File: src/rtl/cam_rw_pkg.sv
// cam_rw_pkg: shared defaults and width helpers for the writable CAM and its front end.
//   CAM_DATA_W / CAM_LEN_W / CAM_DEPTH : default key data width, key length width, entry count
//   cam_addr_w(depth) : entry index width (at least 1)
//   cam_cnt_w(depth)  : width able to hold 0..depth
package cam_rw_pkg;

  localparam int unsigned CAM_DATA_W = 64;
  localparam int unsigned CAM_LEN_W  = 4;
  localparam int unsigned CAM_DEPTH  = 8;

  function automatic int unsigned cam_addr_w(input int unsigned depth);
    return (depth > 1) ? $clog2(depth) : 1;
  endfunction

  function automatic int unsigned cam_cnt_w(input int unsigned depth);
    return $clog2(depth + 1);
  endfunction

endpackage

File: src/rtl/cam_rw_if.sv
// cam_rw_if: write/clear/flush/search request bus and registered search response of cam_rw.
//   master : drives wr_*, clr_*, flush, srch_*; observes rsp_*, count, full
//   slave  : the CAM side of the same signals
interface cam_rw_if
  import cam_rw_pkg::*;
#(
  parameter int unsigned DATA_W = CAM_DATA_W,
  parameter int unsigned LEN_W  = CAM_LEN_W,
  parameter int unsigned DEPTH  = CAM_DEPTH
);
  localparam int unsigned ADDR_W = cam_addr_w(DEPTH);
  localparam int unsigned CNT_W  = cam_cnt_w(DEPTH);

  logic              wr_en;
  logic [ADDR_W-1:0] wr_addr;
  logic [LEN_W-1:0]  wr_len;
  logic [DATA_W-1:0] wr_data;
  logic              clr_en;
  logic [ADDR_W-1:0] clr_addr;
  logic              flush;
  logic              srch_req;
  logic              srch_learn;
  logic [LEN_W-1:0]  srch_len;
  logic [DATA_W-1:0] srch_data;

  logic              rsp_valid;
  logic              rsp_hit;
  logic              rsp_multi;
  logic [ADDR_W-1:0] rsp_addr;
  logic              rsp_learned;
  logic [CNT_W-1:0]  count;
  logic              full;

  modport master (
    output wr_en, wr_addr, wr_len, wr_data, clr_en, clr_addr, flush,
           srch_req, srch_learn, srch_len, srch_data,
    input  rsp_valid, rsp_hit, rsp_multi, rsp_addr, rsp_learned, count, full
  );

  modport slave (
    input  wr_en, wr_addr, wr_len, wr_data, clr_en, clr_addr, flush,
           srch_req, srch_learn, srch_len, srch_data,
    output rsp_valid, rsp_hit, rsp_multi, rsp_addr, rsp_learned, count, full
  );

endinterface

File: src/rtl/cam_rw_prio_enc.sv
// cam_prio_enc: lowest-set-bit priority encoder.
//   in  : request vector
//   out : index of the lowest set bit (0 when none)
//   any : at least one bit of in is set
module cam_prio_enc #(
  parameter int unsigned N = 8
) (
  input  logic [N-1:0]                         in,
  output logic [((N > 1) ? $clog2(N) : 1)-1:0] out,
  output logic                                 any
);
  localparam int unsigned OUT_W = (N > 1) ? $clog2(N) : 1;

  always_comb begin
    out = '0;
    any = 1'b0;
    for (int unsigned i = 0; i < N; i++) begin
      if (in[i] && !any) begin
        out = OUT_W'(i);
        any = 1'b1;
      end
    end
  end

endmodule

File: src/rtl/cam_rw.sv
// cam_rw: writable content-addressable memory of DEPTH {len, data} entries.
//   clk, rst : single clock, synchronous active-high reset
//   bus      : cam_rw_if slave -- explicit write/clear/flush, one search per cycle,
//              registered response (hit, multi-hit, lowest index or learned index),
//              optional learn-on-miss with free-slot-first then round-robin victim,
//              plus registered valid-entry count and full flag.
module cam_rw
  import cam_rw_pkg::*;
#(
  parameter int unsigned DATA_W = CAM_DATA_W,
  parameter int unsigned LEN_W  = CAM_LEN_W,
  parameter int unsigned DEPTH  = CAM_DEPTH
) (
  input logic     clk,
  input logic     rst,
  cam_rw_if.slave bus
);
  localparam int unsigned ADDR_W = cam_addr_w(DEPTH);
  localparam int unsigned CNT_W  = cam_cnt_w(DEPTH);

  logic [DEPTH-1:0]  r_valid;
  logic [LEN_W-1:0]  r_len  [DEPTH];
  logic [DATA_W-1:0] r_data [DEPTH];
  logic [ADDR_W-1:0] r_victim;
  logic [CNT_W-1:0]  r_count;
  logic              r_full;
  logic              r_rsp_valid;
  logic              r_rsp_hit;
  logic              r_rsp_multi;
  logic              r_rsp_learned;
  logic [ADDR_W-1:0] r_rsp_addr;

  logic [DEPTH-1:0]  w_match;
  logic [DEPTH-1:0]  w_invalid;
  logic [DEPTH-1:0]  w_valid_nxt;
  logic [ADDR_W-1:0] w_hit_idx;
  logic [ADDR_W-1:0] w_free_idx;
  logic [ADDR_W-1:0] w_ins_idx;
  logic              w_hit_any;
  logic              w_free_any;
  logic              w_multi;
  logic              w_learn;
  logic [CNT_W-1:0]  w_count_nxt;

  // Match against pre-edge contents only; same-cycle updates land after the compare.
  always_comb begin
    w_match = '0;
    for (int unsigned i = 0; i < DEPTH; i++) begin
      w_match[i] = r_valid[i] && (r_len[i] == bus.srch_len) && (r_data[i] == bus.srch_data);
    end
  end

  assign w_invalid = ~r_valid;

  cam_prio_enc #(.N(DEPTH)) u_match_enc (
    .in  (w_match),
    .out (w_hit_idx),
    .any (w_hit_any)
  );

  cam_prio_enc #(.N(DEPTH)) u_free_enc (
    .in  (w_invalid),
    .out (w_free_idx),
    .any (w_free_any)
  );

  // Clearing the lowest set bit leaves something only if a second bit was set.
  assign w_multi   = |(w_match & (w_match - DEPTH'(1)));
  assign w_learn   = bus.srch_req & bus.srch_learn & ~w_hit_any & ~bus.flush & ~bus.wr_en;
  assign w_ins_idx = w_free_any ? w_free_idx : r_victim;

  // Apply updates lowest priority first so higher-priority ones overwrite.
  always_comb begin
    w_valid_nxt = r_valid;
    if (bus.flush) begin
      w_valid_nxt = '0;
    end else begin
      if (w_learn)    w_valid_nxt[w_ins_idx]    = 1'b1;
      if (bus.clr_en) w_valid_nxt[bus.clr_addr] = 1'b0;
      if (bus.wr_en)  w_valid_nxt[bus.wr_addr]  = 1'b1;
    end
  end

  always_comb begin
    w_count_nxt = '0;
    for (int unsigned i = 0; i < DEPTH; i++) begin
      w_count_nxt = w_count_nxt + CNT_W'(w_valid_nxt[i]);
    end
  end

  always_ff @(posedge clk) begin
    if (rst) begin
      r_valid       <= '0;
      r_victim      <= '0;
      r_count       <= '0;
      r_full        <= 1'b0;
      r_rsp_valid   <= 1'b0;
      r_rsp_hit     <= 1'b0;
      r_rsp_multi   <= 1'b0;
      r_rsp_learned <= 1'b0;
      r_rsp_addr    <= '0;
    end else begin
      r_valid     <= w_valid_nxt;
      r_count     <= w_count_nxt;
      r_full      <= (w_count_nxt == CNT_W'(DEPTH));
      r_rsp_valid <= bus.srch_req;
      if (w_learn && !w_free_any) begin
        r_victim <= (r_victim == ADDR_W'(DEPTH - 1)) ? '0 : r_victim + ADDR_W'(1);
      end
      if (bus.srch_req) begin
        r_rsp_hit     <= w_hit_any;
        r_rsp_multi   <= w_multi;
        r_rsp_learned <= w_learn;
        r_rsp_addr    <= w_hit_any ? w_hit_idx : (w_learn ? w_ins_idx : '0);
      end
    end
  end

  // Key storage carries no reset; only the valid bits qualify it.
  always_ff @(posedge clk) begin
    if (!rst && !bus.flush) begin
      if (bus.wr_en) begin
        r_len[bus.wr_addr]  <= bus.wr_len;
        r_data[bus.wr_addr] <= bus.wr_data;
      end else if (w_learn) begin
        r_len[w_ins_idx]  <= bus.srch_len;
        r_data[w_ins_idx] <= bus.srch_data;
      end
    end
  end

  assign bus.rsp_valid   = r_rsp_valid;
  assign bus.rsp_hit     = r_rsp_hit;
  assign bus.rsp_multi   = r_rsp_multi;
  assign bus.rsp_addr    = r_rsp_addr;
  assign bus.rsp_learned = r_rsp_learned;
  assign bus.count       = r_count;
  assign bus.full        = r_full;

endmodule

File: src/flat_wrapper.sv
// flat-port wrapper written by rule: the top's interface ports become plain ports
module cam_rw_flat import cam_rw_pkg::*;
#(
  parameter int unsigned DATA_W = CAM_DATA_W,
  parameter int unsigned LEN_W  = CAM_LEN_W,
  parameter int unsigned DEPTH  = CAM_DEPTH
)
  (clk, rst, bus_wr_en, bus_wr_addr, bus_wr_len, bus_wr_data, bus_clr_en, bus_clr_addr, bus_flush, bus_srch_req, bus_srch_learn, bus_srch_len, bus_srch_data, bus_rsp_valid, bus_rsp_hit, bus_rsp_multi, bus_rsp_addr, bus_rsp_learned, bus_count, bus_full);
  cam_rw_if #(.DATA_W(DATA_W), .LEN_W(LEN_W), .DEPTH(DEPTH)) bus_i ();
  input logic clk;
  input logic rst;
  input wire logic [$bits(bus_i.wr_en)-1:0] bus_wr_en;
  input wire logic [$bits(bus_i.wr_addr)-1:0] bus_wr_addr;
  input wire logic [$bits(bus_i.wr_len)-1:0] bus_wr_len;
  input wire logic [$bits(bus_i.wr_data)-1:0] bus_wr_data;
  input wire logic [$bits(bus_i.clr_en)-1:0] bus_clr_en;
  input wire logic [$bits(bus_i.clr_addr)-1:0] bus_clr_addr;
  input wire logic [$bits(bus_i.flush)-1:0] bus_flush;
  input wire logic [$bits(bus_i.srch_req)-1:0] bus_srch_req;
  input wire logic [$bits(bus_i.srch_learn)-1:0] bus_srch_learn;
  input wire logic [$bits(bus_i.srch_len)-1:0] bus_srch_len;
  input wire logic [$bits(bus_i.srch_data)-1:0] bus_srch_data;
  output wire logic [$bits(bus_i.rsp_valid)-1:0] bus_rsp_valid;
  output wire logic [$bits(bus_i.rsp_hit)-1:0] bus_rsp_hit;
  output wire logic [$bits(bus_i.rsp_multi)-1:0] bus_rsp_multi;
  output wire logic [$bits(bus_i.rsp_addr)-1:0] bus_rsp_addr;
  output wire logic [$bits(bus_i.rsp_learned)-1:0] bus_rsp_learned;
  output wire logic [$bits(bus_i.count)-1:0] bus_count;
  output wire logic [$bits(bus_i.full)-1:0] bus_full;
  assign bus_i.wr_en = bus_wr_en;
  assign bus_i.wr_addr = bus_wr_addr;
  assign bus_i.wr_len = bus_wr_len;
  assign bus_i.wr_data = bus_wr_data;
  assign bus_i.clr_en = bus_clr_en;
  assign bus_i.clr_addr = bus_clr_addr;
  assign bus_i.flush = bus_flush;
  assign bus_i.srch_req = bus_srch_req;
  assign bus_i.srch_learn = bus_srch_learn;
  assign bus_i.srch_len = bus_srch_len;
  assign bus_i.srch_data = bus_srch_data;
  assign bus_rsp_valid = bus_i.rsp_valid;
  assign bus_rsp_hit = bus_i.rsp_hit;
  assign bus_rsp_multi = bus_i.rsp_multi;
  assign bus_rsp_addr = bus_i.rsp_addr;
  assign bus_rsp_learned = bus_i.rsp_learned;
  assign bus_count = bus_i.count;
  assign bus_full = bus_i.full;
  cam_rw #(.DATA_W(DATA_W), .LEN_W(LEN_W), .DEPTH(DEPTH)) u_core (.clk(clk), .rst(rst), .bus(bus_i));
endmodule
File: config.mk
export PLATFORM = sky130hd
export DESIGN_NAME = cam_rw_flat
export DESIGN_NICKNAME = d
export VERILOG_FILES = /design/src/rtl/cam_rw_pkg.sv /design/src/rtl/cam_rw_if.sv /design/src/rtl/cam_rw_prio_enc.sv /design/src/rtl/cam_rw.sv /design/src/flat_wrapper.sv
export SDC_FILE = /design/constraint.sdc
export NUM_CORES = 1
export LEC_CHECK = 0
export BUFFER_PORTS_ARGS = -buffer_cell sky130_fd_sc_hd__clkbuf_2
export CAP_MARGIN = 20
export CORE_AREA = 2 2 218 220
export DETAILED_ROUTE_END_ITERATION = 8
export DIE_AREA = 0 0 220 222
export PLACE_DENSITY = 0.73
export SLEW_MARGIN = 15
export SYNTH_ARGS = -nofsm -noshare
export SYNTH_HDL_FRONTEND = slang
export SYNTH_HIERARCHICAL = 1
export SYNTH_SLANG_ARGS = --single-unit
File: constraint.sdc
create_clock -name clk -period 7.96 [get_ports clk]
set_input_delay 0 -clock clk [delete_from_list [all_inputs] [get_ports clk]]
set_output_delay 0 -clock clk [all_outputs]
set_load 0.02 [all_outputs]
==> out/qor.txt, run 1 <==
status: finished, final reports clean
critical-path cell list: xnor2_1 > nand4_1 > nor4_1 > nand4_1 > or4_4 > nor4_4 > nor4_2 > nand2_1 > nor2_1 > nand4_1 > nor2_1 > a21oi_1 > o22ai_1 > dlygate4sd3_1 > nand2_1 > fa_1 > fa_1 > fa_1 > inv_1 > ha_1 > inv_1 > fa_1 > xor2_1 > and4b_1
Skew-Pair Late Insertion Delay: 650 ps
TritonCTS Sinks: 567
placed insts: 2490
first-pass GRT wire length: 128300 um
Synth warnings: 6
Routed Antenna Nets: 0
Initial Util: 54.46%
fillers: 3456
setup TNS: 0 ps
pwr/cell area: 223.6 mW/mm^2
slew of the pin with the lowest slew margin: 1214 ps
port bufs: 160
Yosys cell types: 69
DRC: 0
TritonCTS buffer count: 57
Max stage delay on crit path: 620 ps
Iter 0 DRT Violations: 3089
core region area: 0.04626 sq mm
post-DP HPWL: 67520 um
Die H: 222 um
Slew headroom: 18.50%
Final nets: 2163
leakage: 9.983 nW
Mapped Cells: 1762
GRT Overall Usage: 38.99%
fraction of layout instances using a drive strength above 1: 17.26%
largest cells by area after synthesis: edfxtp_1 65%, xnor2_1 7.7%, xor2_1 6.6%, nor4_1 1.9%, dfxtp_1 1.8%
Seq/Total Area, Yosys: 66.67%
post-synthesis compound-gate area fraction: 6.392%
row cnt: 79
asr flop ratio synth: 0%
critical path type: register to register
Critical Path RT: 8530 ps
CP Launch Type: register
Syn Area/Cell: 14.30 sq um
Worst-path clk slew: 60 ps
crit path capture type: register
Longest Clk Path Bufs: 3
vias in the first global route: 16250
clk_skew: 31.88 ps
Post-Syn Nets: 1920
FMAX: 136.0 MHz
CTS tree: built
IO Pins: 161
die width: 220 um
CP Max Fanout: 9
clk root buf: clkbuf_16
full die area: 0.04884 sq mm
DRT Pass-1 Iters: 7
DR vias: 17220
CTS H-tree depth: 2
GR Overflow Total: 0
multiplexer area fraction after synthesis: 1.048%
Post-Synth Adder-Cell Area: 0.6109%
EDFF count, synth: 544
Routability Congestion: 1.046
non-filler instance count after layout: 2659
largest family of logic cells by synthesized area: XOR/XNOR gates
Simple-Gate Fraction of Synth Area: 7.490%
Synth Area in XOR/XNOR: 14.32%
largest net degree at the start of global routing: 99
initial antenna violation count: 5
Post-Syn Area: 0.02519 sq mm
count of pins over their slew limit: 0
Area growth syn-to-layout: 15.77%
drt total wl: 94550 um
slowest cell on the critical path: nor4_4
CP most frequent cell: fa_1
CP bufs+invs: 3
crit path time final: 7353 ps
routed len/inst: 35.56 um
worst min path class: input port to register
Synth area leader: edfxtp_1
final hold vios: 0
max cap viols: 0
final setup fails: 0
RSZ-0062 raised after global routing: no
post-synth top area share: 64.85%
flops & latches, synth: 567
peak supply drop: 0.0002331 V
DR vias/cell: 6.475
Primary FF master, synth: edfxtp_1
fin crit share: 92.38%
Post-CTS Resized: 0
Crit path max-delay family: simple AND/OR/NAND/NOR gates
Arr. time, crit path: 7920 ps
-- layout make-up --
cell class | count | area [sq um] | area share [%]
inverter | 95 | 356.6 | 1.223
antenna | 1 | 2.502 | 0.008580
tap | 607 | 759.5 | 2.604
multi-input combinational | 1012 | 7617 | 26.12
clock inverter | 34 | 306.5 | 1.051
sequential | 567 | 16800 | 57.59
timing repair buffer | 272 | 1827 | 6.263
clock buffer | 71 | 1500 | 5.144
-- cells in the final DEF (no fill, tap or decap), drive strengths merged, types with 6 or more instances in the layout --
cell type    instances
edfxtp             544
clkbuf             231
xnor2              222
xor2               190
inv                 94
nor4                82
nand4               72
nand2               72
dlygate4sd3         62
o21ai               59
buf                 50
o22ai               49
nor2                45
clkinv              29
o2bb2ai             27
dfxtp               23
a22o                20
a21oi               19
mux2                19
nor2b               18
a221oi              12
nor3                11
nand3                8
nand2b               6
nor3b                6
-- cell usage after synthesis, types with 13 or more instances --
library cell and count:
nand2_1 72, edfxtp_1 544, a21oi_1 19, xor2_1 190
clkbuf_1 24, inv_1 74, o22ai_1 49, o2bb2ai_1 27
nor4_1 76, buf_6 13, a22o_1 20, nor2b_1 18
xnor2_1 222, nand4_1 72, nor2_1 45, mux2_2 19
dfxtp_1 23, buf_2 38, inv_2 19, o21ai_0 59
-- flip-flops by register name (all words and copies together) (netlist names) --
register / count
u_core/r_data: 512
u_core/r_len: 32
u_core/r_valid: 8
u_core/bus.count: 4
u_core/bus.rsp_addr: 3
u_core/r_victim: 3
u_core/bus.full: 1
u_core/bus.rsp_hit: 1
u_core/bus.rsp_learned: 1
u_core/bus.rsp_multi: 1
u_core/bus.rsp_valid: 1
-- repair_timing --
action,4_1_cts,5_1_grt
hold buffers,61,1
setup buffers,0,0
endpoints found under the hold margin,368,2
-- per-stage QoR --
| stage | hold WS [ps] | util, % | cell area, sq um | power, mW | worst slack, ps |
|---|---|---|---|---|---|
| global route | 37.30 | 63.05 | 29170 | 6.644 | 442.0 |
| detailed placement | 210.7 | 57.78 | 26730 | 3.905 | 1191 |
| finish | 31.53 | 63.05 | 29170 | 6.522 | 606.6 |
| floorplan | 78.44 | - | 25190 | 3.646 | 1448 |
| CTS | 2.212 | 63.00 | 29150 | 6.502 | 834.9 |
| global placement | 206.9 | 57.68 | 26680 | 3.901 | 990.1 |
-- power by group --
part | switching [mW] | internal, mW
sequential | 0.0116 | 3.31
combinational | 0.401 | 0.167
clock | 1.17 | 1.47
total | 1.58 | 4.94
-- per-layer routing --
layer  part of all wire, %  track usage [%]  vias up
li1                      -                -     7030
met5                     0                0        -
met1                    37            53.20     8581
met3                    12            8.587      256
met2                    45            58.45     1349
met4                   6.2            20.98        0
-- kinds of logic after synthesis --
logic type	after synthesis
simple gates	336
fa+ha+maj	10
compound gates	230
buf+inv	183
flops	567
xor+xnor	412
mux	24
-- path summary, 6_finish.rpt --
kind	start	end	slack, ps	cells past startpoint
worst max-delay path	u_core/r_data[0][29]	u_core/bus.full	610	24
worst min-delay path	bus_clr_addr[2]	u_core/r_valid[0]	30	5
worst max register to register	u_core/r_data[0][29]	u_core/bus.full	610	24
worst min register to register	u_core/bus.rsp_learned	u_core/bus.rsp_learned	500	2
-- worst reg2reg max path, delay by kind of cell (launching register included) --
family | cells | cell delay [ps]
simple gates | 12 | 3370
fa+ha+maj | 5 | 1980
buf+inv | 3 | 720
xor+xnor | 2 | 560
flops | 1 | 380
compound gates | 2 | 280
No activity file was read; power rests on OpenSTA's default activity.
==> run 2: changes to the inputs <==
- CTS_BUF_LIST: default -> sky130_fd_sc_hd__clkbuf_2 sky130_fd_sc_hd__clkbuf_4 sky130_fd_sc_hd__clkbuf_8
==> run 2 against run 1 <==
Fmax down 0.91%. Sequential cell count unchanged. Utilization up 0.32 points. Register-to-register slack worse by 70 ps. Count of clock-buffer cells in the layout up 51. Critical path type unchanged. Clock skew up 7.6 ps. Final cell count up 3.0%. Total power down 1.4%. Routed wire length up 0.96%. Sequential power about the same. Highest routed layer unchanged. Global-route usage up 0.36 points.
==> out/qor.txt, run 2 (synthesis gave the netlist of run 1 again) <==
post-DP HPWL: 67520 um
Post-CTS Setup Bufs: 0
largest net degree at the start of global routing: 99
final hold slack: 40.13 ps
DR vias: 17490
reg2reg start: u_core/r_data[0][29]
IO Pins: 161
critical-path cell list: xnor2_1 > nand4_1 > nor4_1 > nand4_1 > or4_4 > nor4_4 > nor4_2 > nand2_1 > nor2_1 > nand4_1 > nor2b_1 > a21oi_1 > a21oi_1 > dlygate4sd3_1 > o21ai_0 > fa_1 > fa_1 > fa_1 > inv_1 > ha_1 > inv_1 > fa_1 > xor2_1 > and4b_1
clk root buf: clkbuf_8
vias in the first global route: 16640
fillers: 3455
RSZ-0062 raised after global routing: no
slowest cell on the critical path: nor4_4
Routed Antenna Nets: 0
Routability Congestion: 1.046
Max stage delay on crit path: 630 ps
Worst R2R End: u_core/bus.full
GRT Overall Usage: 39.35%
CTS tree: built
CTS H-tree depth: 3
port bufs: 160
leakage: 10.13 nW
setup TNS: 0 ps
TritonCTS buffer count: 93
initial antenna violation count: 3
Slew headroom: 12.56%
TritonCTS Sinks: 567
met3 Track Usage GR: 8.711%
first-pass GRT wire length: 129700 um
Arr. time, crit path: 8000 ps
count of pins over their slew limit: 0
Die H: 222 um
Initial Util: 54.46%
peak supply drop: 0.0001968 V
GR peak layer: met2
largest registers: u_core/r_data x512, u_core/r_len x32, u_core/r_valid x8
clk_skew: 39.47 ps
Setup crit start: u_core/r_data[0][29]
Skew-Pair Late Insertion Delay: 700 ps
row cnt: 79
CP most frequent cell: fa_1
Iter 0 DRT Violations: 3027
crit path time final: 7421 ps
die width: 220 um
final hold vios: 0
Worst-path clk slew: 60 ps
Worst Setup EP: u_core/bus.full
fin crit share: 93.23%
GR Overflow Total: 0
drt total wl: 95460 um
core region area: 0.04626 sq mm
Critical Path RT: 8540 ps
CP Max Fanout: 9
fraction of layout instances using a drive strength above 1: 19.93%
worst min path class: input port to register
GR Layer Usage met1: 53.71%
Biggest register: u_core/r_data
CP Launch Type: register
status: finished, final reports clean
DRT Pass-1 Iters: 6
FMAX: 134.8 MHz
DR vias/cell: 6.384
Longest Clk Path Bufs: 3
met2 usage: 58.23%
Total Power: 6.432 mW
critical path type: register to register
Area growth syn-to-layout: 16.37%
max reg flops: 512
crit path capture type: register
commonest non-fill, non-tap cell in the layout: edfxtp_1
slew of the pin with the lowest slew margin: 1303 ps
Final nets: 2214
most frequent cells in the layout: 544 x edfxtp_1, 222 x xnor2_1, 190 x xor2_1, 160 x clkbuf_2, 95 x clkbuf_8
final setup fails: 0
R2R cell count: 24
full die area: 0.04884 sq mm
max cap viols: 0
DRC: 0
HP Start: bus_wr_data[5]
routed len/inst: 34.84 um
pwr/cell area: 219.4 mW/mm^2
flop2flop setup slack: 540 ps
[run 2: changes by cell type in the layout (fill, tap and decap cells not counted), sizes merged]
cell / before / now
dlygate4sd3: 62 / 75
clkinvlp: 2 / 4
clkinv: 29 / 43
clkbuf: 231 / 282
bufinv: 4 / 3
buf: 50 / 52
[run 2: worst min path at each step]
| stage | end | cells past startpoint |
|---|---|---|
| 2_1_floorplan | u_core/r_valid[2] | 1 |
| 3_3_place_gp | u_core/r_valid[2] | 2 |
| 3_5_place_dp | u_core/r_valid[2] | 2 |
| 4_1_cts | u_core/r_data[7][5] | 3 |
| 5_1_grt | u_core/r_data[2][33] | 3 |
| 6_report | u_core/r_data[7][5] | 3 |
[run 2: critical path, delay by kind of cell (launching register included)]
| kind | cells | cell delay, ps |
|---|---|---|
| AND/OR/NAND/NOR | 11 | 3140 |
| buffers and inverters | 3 | 710 |
| AO/OA/AOI/OAI | 3 | 550 |
| adder cells (fa/ha/maj) | 5 | 2030 |
| XOR/XNOR | 2 | 520 |
| flip-flops | 1 | 380 |
[run 2: what timing repair did]
action,CTS,global route
endpoints found under the hold margin,406,11
hold buffers,72,3
gates resized for setup,0,0
[run 2: per-stage QoR]
step	std cells	instance area [sq um]	util [%]	setup WS [ps]
final	2740	29320	63.37	539.1
after floorplan	1762	25190	-	1448
after CTS	2733	29260	63.25	715.8
after global placement	2486	26680	57.68	990.1
after detailed placement	2490	26730	57.78	1191
after global routing	2739	29310	63.37	275.6
[run 2: where the power goes]
| group | switching, mW | leakage (nW) | internal [mW] |
|---|---|---|---|
| clock network | 1.20 | 0.951 | 1.34 |
| registers | 0.0116 | 5.09 | 3.31 |
| logic | 0.403 | 4.09 | 0.172 |
| total | 1.62 | 10.1 | 4.82 |
[run 2: routing by layer]
layer	vias to the layer above	part of all wire [%]
li1	7149	-
met1	8624	37
met2	1453	44
met3	266	13
met4	0	6.4
met5	-	0
[run 2: area by class of cell]
class                   instances  area (sq um)  share of cell area (%)
clock buffers                 122          1510                   5.152
diodes                          1         2.502                0.008536
flip-flops and latches        567         16800                   57.29
inverters                      95         356.6                   1.216
repair buffers                287          1972                   6.726
clock inverters                49         301.5                   1.029
multi-input cells            1012          7617                   25.98
well taps                     607         759.5                   2.591
